`src/rtl/tmds_channel_decoder.sv`:
```
// tmds_channel_decoder: aligns one deserialized TMDS channel via bitslip on control-token runs, then decodes VD/CD/VDE.
// Ports: clk, rst (sync, active-high); tmds_in[9:0] word, bit 0 first on the wire;
//        bitslip one-cycle realign request; locked alignment found; vd[7:0] video data;
//        cd[1:0] control data; vde data-period flag. All outputs registered, latency 1.
module tmds_channel_decoder #(
    parameter int CTRL_RUN       = 8,
    parameter int SEARCH_TIMEOUT = 2048,
    parameter int SLIP_WAIT      = 4
) (
    input  logic       clk,
    input  logic       rst,
    input  logic [9:0] tmds_in,
    output logic       bitslip,
    output logic       locked,
    output logic [7:0] vd,
    output logic [1:0] cd,
    output logic       vde
);
    localparam int RW = $clog2(CTRL_RUN + 1);
    localparam int IW = $clog2(SEARCH_TIMEOUT + 1);
    typedef enum logic [1:0] {SEARCH, SLIP, WAIT, LOCKED} state_t;
    state_t        state_q, state_d;
    logic [RW-1:0] run_q, run_d, run_inc;
    logic [IW-1:0] idle_q, idle_d, idle_inc;
    logic [3:0]    wait_q, wait_d;
    logic          bitslip_q, bitslip_d, locked_q, locked_d, vde_q, vde_d, is_ctrl;
    logic [7:0]    vd_q, vd_d, q, d;
    logic [1:0]    cd_q, cd_d, tok;
    assign is_ctrl = tmds_in inside {10'b1101010100, 10'b0010101011, 10'b0101010100, 10'b1010101011};
    assign tok = (tmds_in == 10'b0010101011) ? 2'b01 :
                 (tmds_in == 10'b0101010100) ? 2'b10 :
                 (tmds_in == 10'b1010101011) ? 2'b11 : 2'b00;
    assign q = tmds_in[9] ? ~tmds_in[7:0] : tmds_in[7:0];
    // bit 8 selects XOR vs XNOR chaining
    assign d = {q[7:1] ^ q[6:0] ^ {7{~tmds_in[8]}}, q[0]};
    assign run_inc  = is_ctrl ? ((run_q == RW'(CTRL_RUN)) ? run_q : run_q + RW'(1)) : '0;
    assign idle_inc = is_ctrl ? '0 : ((idle_q == IW'(SEARCH_TIMEOUT)) ? idle_q : idle_q + IW'(1));
    always_comb begin
        state_d = state_q;
        run_d   = run_inc;
        idle_d  = idle_inc;
        wait_d  = '0;
        case (state_q)
            SEARCH: state_d = (run_inc == RW'(CTRL_RUN)) ? LOCKED :
                              (idle_inc == IW'(SEARCH_TIMEOUT)) ? SLIP : SEARCH;
            SLIP: begin
                state_d = WAIT;
                run_d   = '0;
                idle_d  = '0;
            end
            WAIT: begin
                run_d   = '0;
                idle_d  = '0;
                wait_d  = wait_q + 4'd1;
                state_d = (wait_q == 4'(SLIP_WAIT - 1)) ? SEARCH : WAIT;
            end
            default: if (idle_inc == IW'(SEARCH_TIMEOUT)) begin
                // lock lost: restart search with fresh counters, no slip yet
                state_d = SEARCH;
                run_d   = '0;
                idle_d  = '0;
            end
        endcase
        bitslip_d = state_d == SLIP;
        locked_d  = state_d == LOCKED;
        vde_d     = locked_d && !is_ctrl;
        vd_d      = vde_d ? d : 8'h00;
        cd_d      = !locked_d ? 2'b00 : is_ctrl ? tok : cd_q;
    end
    always_ff @(posedge clk) begin
        if (rst) begin
            state_q   <= SEARCH;
            run_q     <= '0;
            idle_q    <= '0;
            wait_q    <= '0;
            bitslip_q <= 1'b0;
            locked_q  <= 1'b0;
            vde_q     <= 1'b0;
            vd_q      <= '0;
            cd_q      <= '0;
        end else begin
            state_q   <= state_d;
            run_q     <= run_d;
            idle_q    <= idle_d;
            wait_q    <= wait_d;
            bitslip_q <= bitslip_d;
            locked_q  <= locked_d;
            vde_q     <= vde_d;
            vd_q      <= vd_d;
            cd_q      <= cd_d;
        end
    end
    assign bitslip = bitslip_q;
    assign locked  = locked_q;
    assign vde     = vde_q;
    assign vd      = vd_q;
    assign cd      = cd_q;
endmodule
```
`config.mk`:
```
export PLATFORM = sky130hd
export DESIGN_NAME = tmds_channel_decoder
export DESIGN_NICKNAME = d
export VERILOG_FILES = /design/src/rtl/tmds_channel_decoder.sv
export SDC_FILE = /design/constraint.sdc
export NUM_CORES = 1
export LEC_CHECK = 0
export ABC_AREA = 1
export BUFFER_PORTS_ARGS = -buffer_cell sky130_fd_sc_hd__buf_2
export CAP_MARGIN = 40
export CORE_ASPECT_RATIO = 0.75
export CORE_UTILIZATION = 40
export DETAILED_ROUTE_END_ITERATION = 10
export GPL_TIMING_DRIVEN = 0
export SKIP_CTS_REPAIR_TIMING = 1
export SLEW_MARGIN = 10
export SYNTH_ARGS = -nofsm -noshare
export SYNTH_HDL_FRONTEND = slang
export SYNTH_SLANG_ARGS = --single-unit
```
`constraint.sdc`:
```
create_clock -name clk -period 2.09 [get_ports clk]
set_input_delay 0.209 -clock clk [delete_from_list [all_inputs] [get_ports clk]]
set_output_delay 0.209 -clock clk [all_outputs]
set_load 0.01 [all_outputs]
```
==> impl_metrics.py <==
metrics = {
    "run_status": {
        "outcome": "completed",
    },
    "place": {
        "port_buffers": 23,
        "place.detailed.hpwl_um": 3087,
        "preCtsSetupSlack_ns": -0.1483,
        "gpl.final_weighted_congestion": 0.8061,
    },
    "critical_path": {
        "critPathMaxStageDelay_ns": 0.36,
        "slowest_stage_cell_cp": "sky130_fd_sc_hd__dfxtp_4",
        "critical_path_class": "reg -> reg",
        "worstPathCellList": "inv_4 > ha_4 > inv_2 > nor2_4 > nand2_2 > xor2_2 > a21oi_2 > nand3_2 > a21oi_2 > nand2_2 > nor2_4 > nand3_4 > nor2_2",
        "worst_setup_path_start_kind": "register",
        "crit_fanout": 5,
        "cp.arrival_ns": 2.25,
        "critical_path.endpoint_type": "register",
        "critical_path_required_ns": 2.32,
    },
    "yosys": {
        "postSynthAreaPerCell_um2": 6.837,
        "synth_ff_type": "sky130_fd_sc_hd__dfxtp_1",
        "post-synth-top-count-cell": "sky130_fd_sc_hd__nand2_1",
        "synth_seq_cells": 35,
        "synth_fp_nets": 310,
        "synth_largest_type_area_fraction": 0.3498,
        "syn_inst": 293,
        "synthTopCellsByArea": "sky130_fd_sc_hd__dfxtp_1 35%, sky130_fd_sc_hd__nand2_1 11%, sky130_fd_sc_hd__nor2_1 9.6%, sky130_fd_sc_hd__inv_1 8.4%, sky130_fd_sc_hd__xor2_1 6.6%",
        "yosys.cell_types.count": 26,
        "synth_edf_count": 0,
        "netlist_area_um2": 2003,
        "synth_seq_area_share": 0.3498,
        "ys_warn_count": 0,
        "ys_top_cells_by_count": "57 x sky130_fd_sc_hd__nand2_1, 51 x sky130_fd_sc_hd__nor2_1, 45 x sky130_fd_sc_hd__inv_1",
        "yosys.area.top_type": "sky130_fd_sc_hd__dfxtp_1",
        "async_reset_ff_frac": 0,
    },
    "sta": {
        "setup_viol": 0,
        "max_slew_margin": 0.7915,
        "whs_ns": 0.1992,
        "fin_crit_sh": 0.9639,
        "final.min_clock_period_ns": 2.015,
        "finalHoldViolations": 0,
        "maxClockFrequency_ghz": 0.4964,
        "fin_setup_tns_ns": 0,
        "postLayoutSetupSlackWorst_ns": 0.07545,
        "grt_setup_unrepaired": "true",
        "worst_slew_pin_slew_ns": 0.3099,
        "timing.final.max_slew_violations": 0,
        "finClkSkew_ns": 0.003052,
    },
    "cts": {
        "cts_inserted_buffers": 5,
        "cts.reportedPaths.clkPinSlew_ns": 0.07,
        "tritoncts": "yes",
        "cts.sink_count": 35,
        "cts_max_path_buffers": 2,
        "insertion_delay_ns": 0.29,
        "clockRootBuffer": "sky130_fd_sc_hd__clkbuf_8",
        "htreeDepth": 2,
    },
    "global_route": {
        "globalRoute.totalOverflow": 0,
        "use_met2": 0.2134,
        "grt_use_met1": 0.2419,
        "maximum_number_of_pins_on_one_net_before_global_route_repair": 11,
        "gr-usage-all-layers": 0.1602,
        "antenna_found_initial": 0,
        "grt_pass1_vias": 1510,
        "use_met3": 0.03539,
        "grt_most_used_layer": "met1",
        "grt_first_pass_wirelength_um": 6699,
    },
    "drt": {
        "detail_route.wirelength_um": 4234,
        "dr.first_iter.drc_count": 75,
        "drt_first_pass_iters": 5,
        "wire_per_inst_um": 11.03,
        "dr_total_vias": 1744,
        "route.antenna.remaining_nets": 0,
        "routed_via_density": 4.542,
        "drc": 0,
    },
    "die": {
        "core_region_area_um2": 4624,
        "num_io_pins": 25,
        "floorplan.die.width_um": 83.72,
        "initial_core_utilization": 0.4332,
        "die_h_um": 63.29,
        "die_area_um2": 5298,
        "fp-row-count": 21,
    },
    "pwr": {
        "internal-power_mw": 0.9791,
        "p_total_mw": 1.303,
        "power.leakage_nw": 1.157,
        "sequentialPowerShare": 0.521,
        "power.share.clock": 0.380,
        "p_switching_mw": 0.3243,
        "vdd_ir_drop_max_v": 0.0004357,
        "pwr_cell_area_nw_per_um2": 523.7,
        "sw_frac_of_total": 0.2488,
        "power_frac_comb": 0.099,
    },
    "layout": {
        "nFillCells": 478,
        "antenna_cells": 0,
        "design.final.nets": 344,
        "final_core_util": 0.5381,
        "ff_latch_area_um2": 719.4,
        "multi_input_comb_area_um2": 1245,
        "layout-drive-gt1-share": 0.3364,
        "area_growth_pct": 24.24,
    },
    "job": {
        "cap_viol_max_count": 0,
    },
    "hold_path": {
        "min_path_type": "in -> reg",
    },
}
-- path summary, 6_finish.rpt --
check        slack (ns)  cells past startpoint               endpoint            startpoint
min reg2reg        0.45                      1   wait_q[0]$_SDFF_PP0_  wait_q[0]$_SDFF_PP0_
max reg2reg        0.08                     13       vd[5]$_SDFF_PP0_   run_q[0]$_SDFF_PP0_
max                0.08                     13       vd[5]$_SDFF_PP0_   run_q[0]$_SDFF_PP0_
min                0.20                      2  state_q[0]$_SDFF_PP0_                   rst
-- layout make-up --
class                           instances  area share
Timing Repair Buffer                   26     0.05530
Inverter                               52     0.07944
Clock buffer                            6     0.03318
Tap cell                               57     0.02866
Multi-Input combinational cell        204      0.5002
Clock inverter                          1    0.002011
Buffer                                  3     0.01207
Sequential cell                        35      0.2891
-- registers in the layout, summed over array words and instances, names as in the netlist --
signal	count
vd	8
state_q	2
run_q	4
locked	1
cd	2
wait_q	4
vde	1
idle_q	12
bitslip	1
-- metal layers --
layer,up-vias,share of wire
li1,958,-
met1,759,0.55
met2,25,0.42
met3,2,0.029
met4,0,0.0064
met5,-,0
-- cell families after synthesis --
family	synth area share
AO/OA/AOI/OAI	0.02561
flip-flops	0.3498
adder cells (fa/ha/maj)	0.03123
XOR/XNOR	0.08307
buffers and inverters	0.1105
AND/OR/NAND/NOR	0.3998
-- placed cells by master, fill, tap and decap left out, drive strengths merged --
cell	Yosys	routed
nand3	25	26
xnor2	4	4
clkinv	1	2
nand3b	2	2
nor3b	1	1
nor2	68	68
buf	3	29
nand2	63	63
dfxtp	35	35
ha	5	5
inv	51	51
clkbuf	0	6
nor3	5	5
o21ai	3	3
a21oi	6	6
a31oi	1	1
nor4	1	1
xor2	15	15
nand4	4	4
-- critical path, delay by kind of cell, from the launching register on --
kind / cells / cell delay, ns
simple gates: 7 / 0.85
fa+ha+maj: 1 / 0.12
compound gates: 2 / 0.33
xor+xnor: 1 / 0.19
buf+inv: 2 / 0.10
flops: 1 / 0.36
-- power by group through the flow --
stage	sequential [mW]	combinational [mW]	clock (mW)
final	0.680	0.129	0.495
after floorplan	0.691	0.0866	0
after detailed placement	0.692	0.120	0
after global placement	0.692	0.118	0
after global routing	0.680	0.146	0.532
after CTS	0.677	0.121	0.511
-- through the flow --
step,cell area (um2),instances
global placement,2190,373
CTS,2277,380
finish,2489,384
floorplan,2003,293
global route,2489,384
detailed placement,2190,373
No activity file was read; power rests on OpenSTA's default activity.
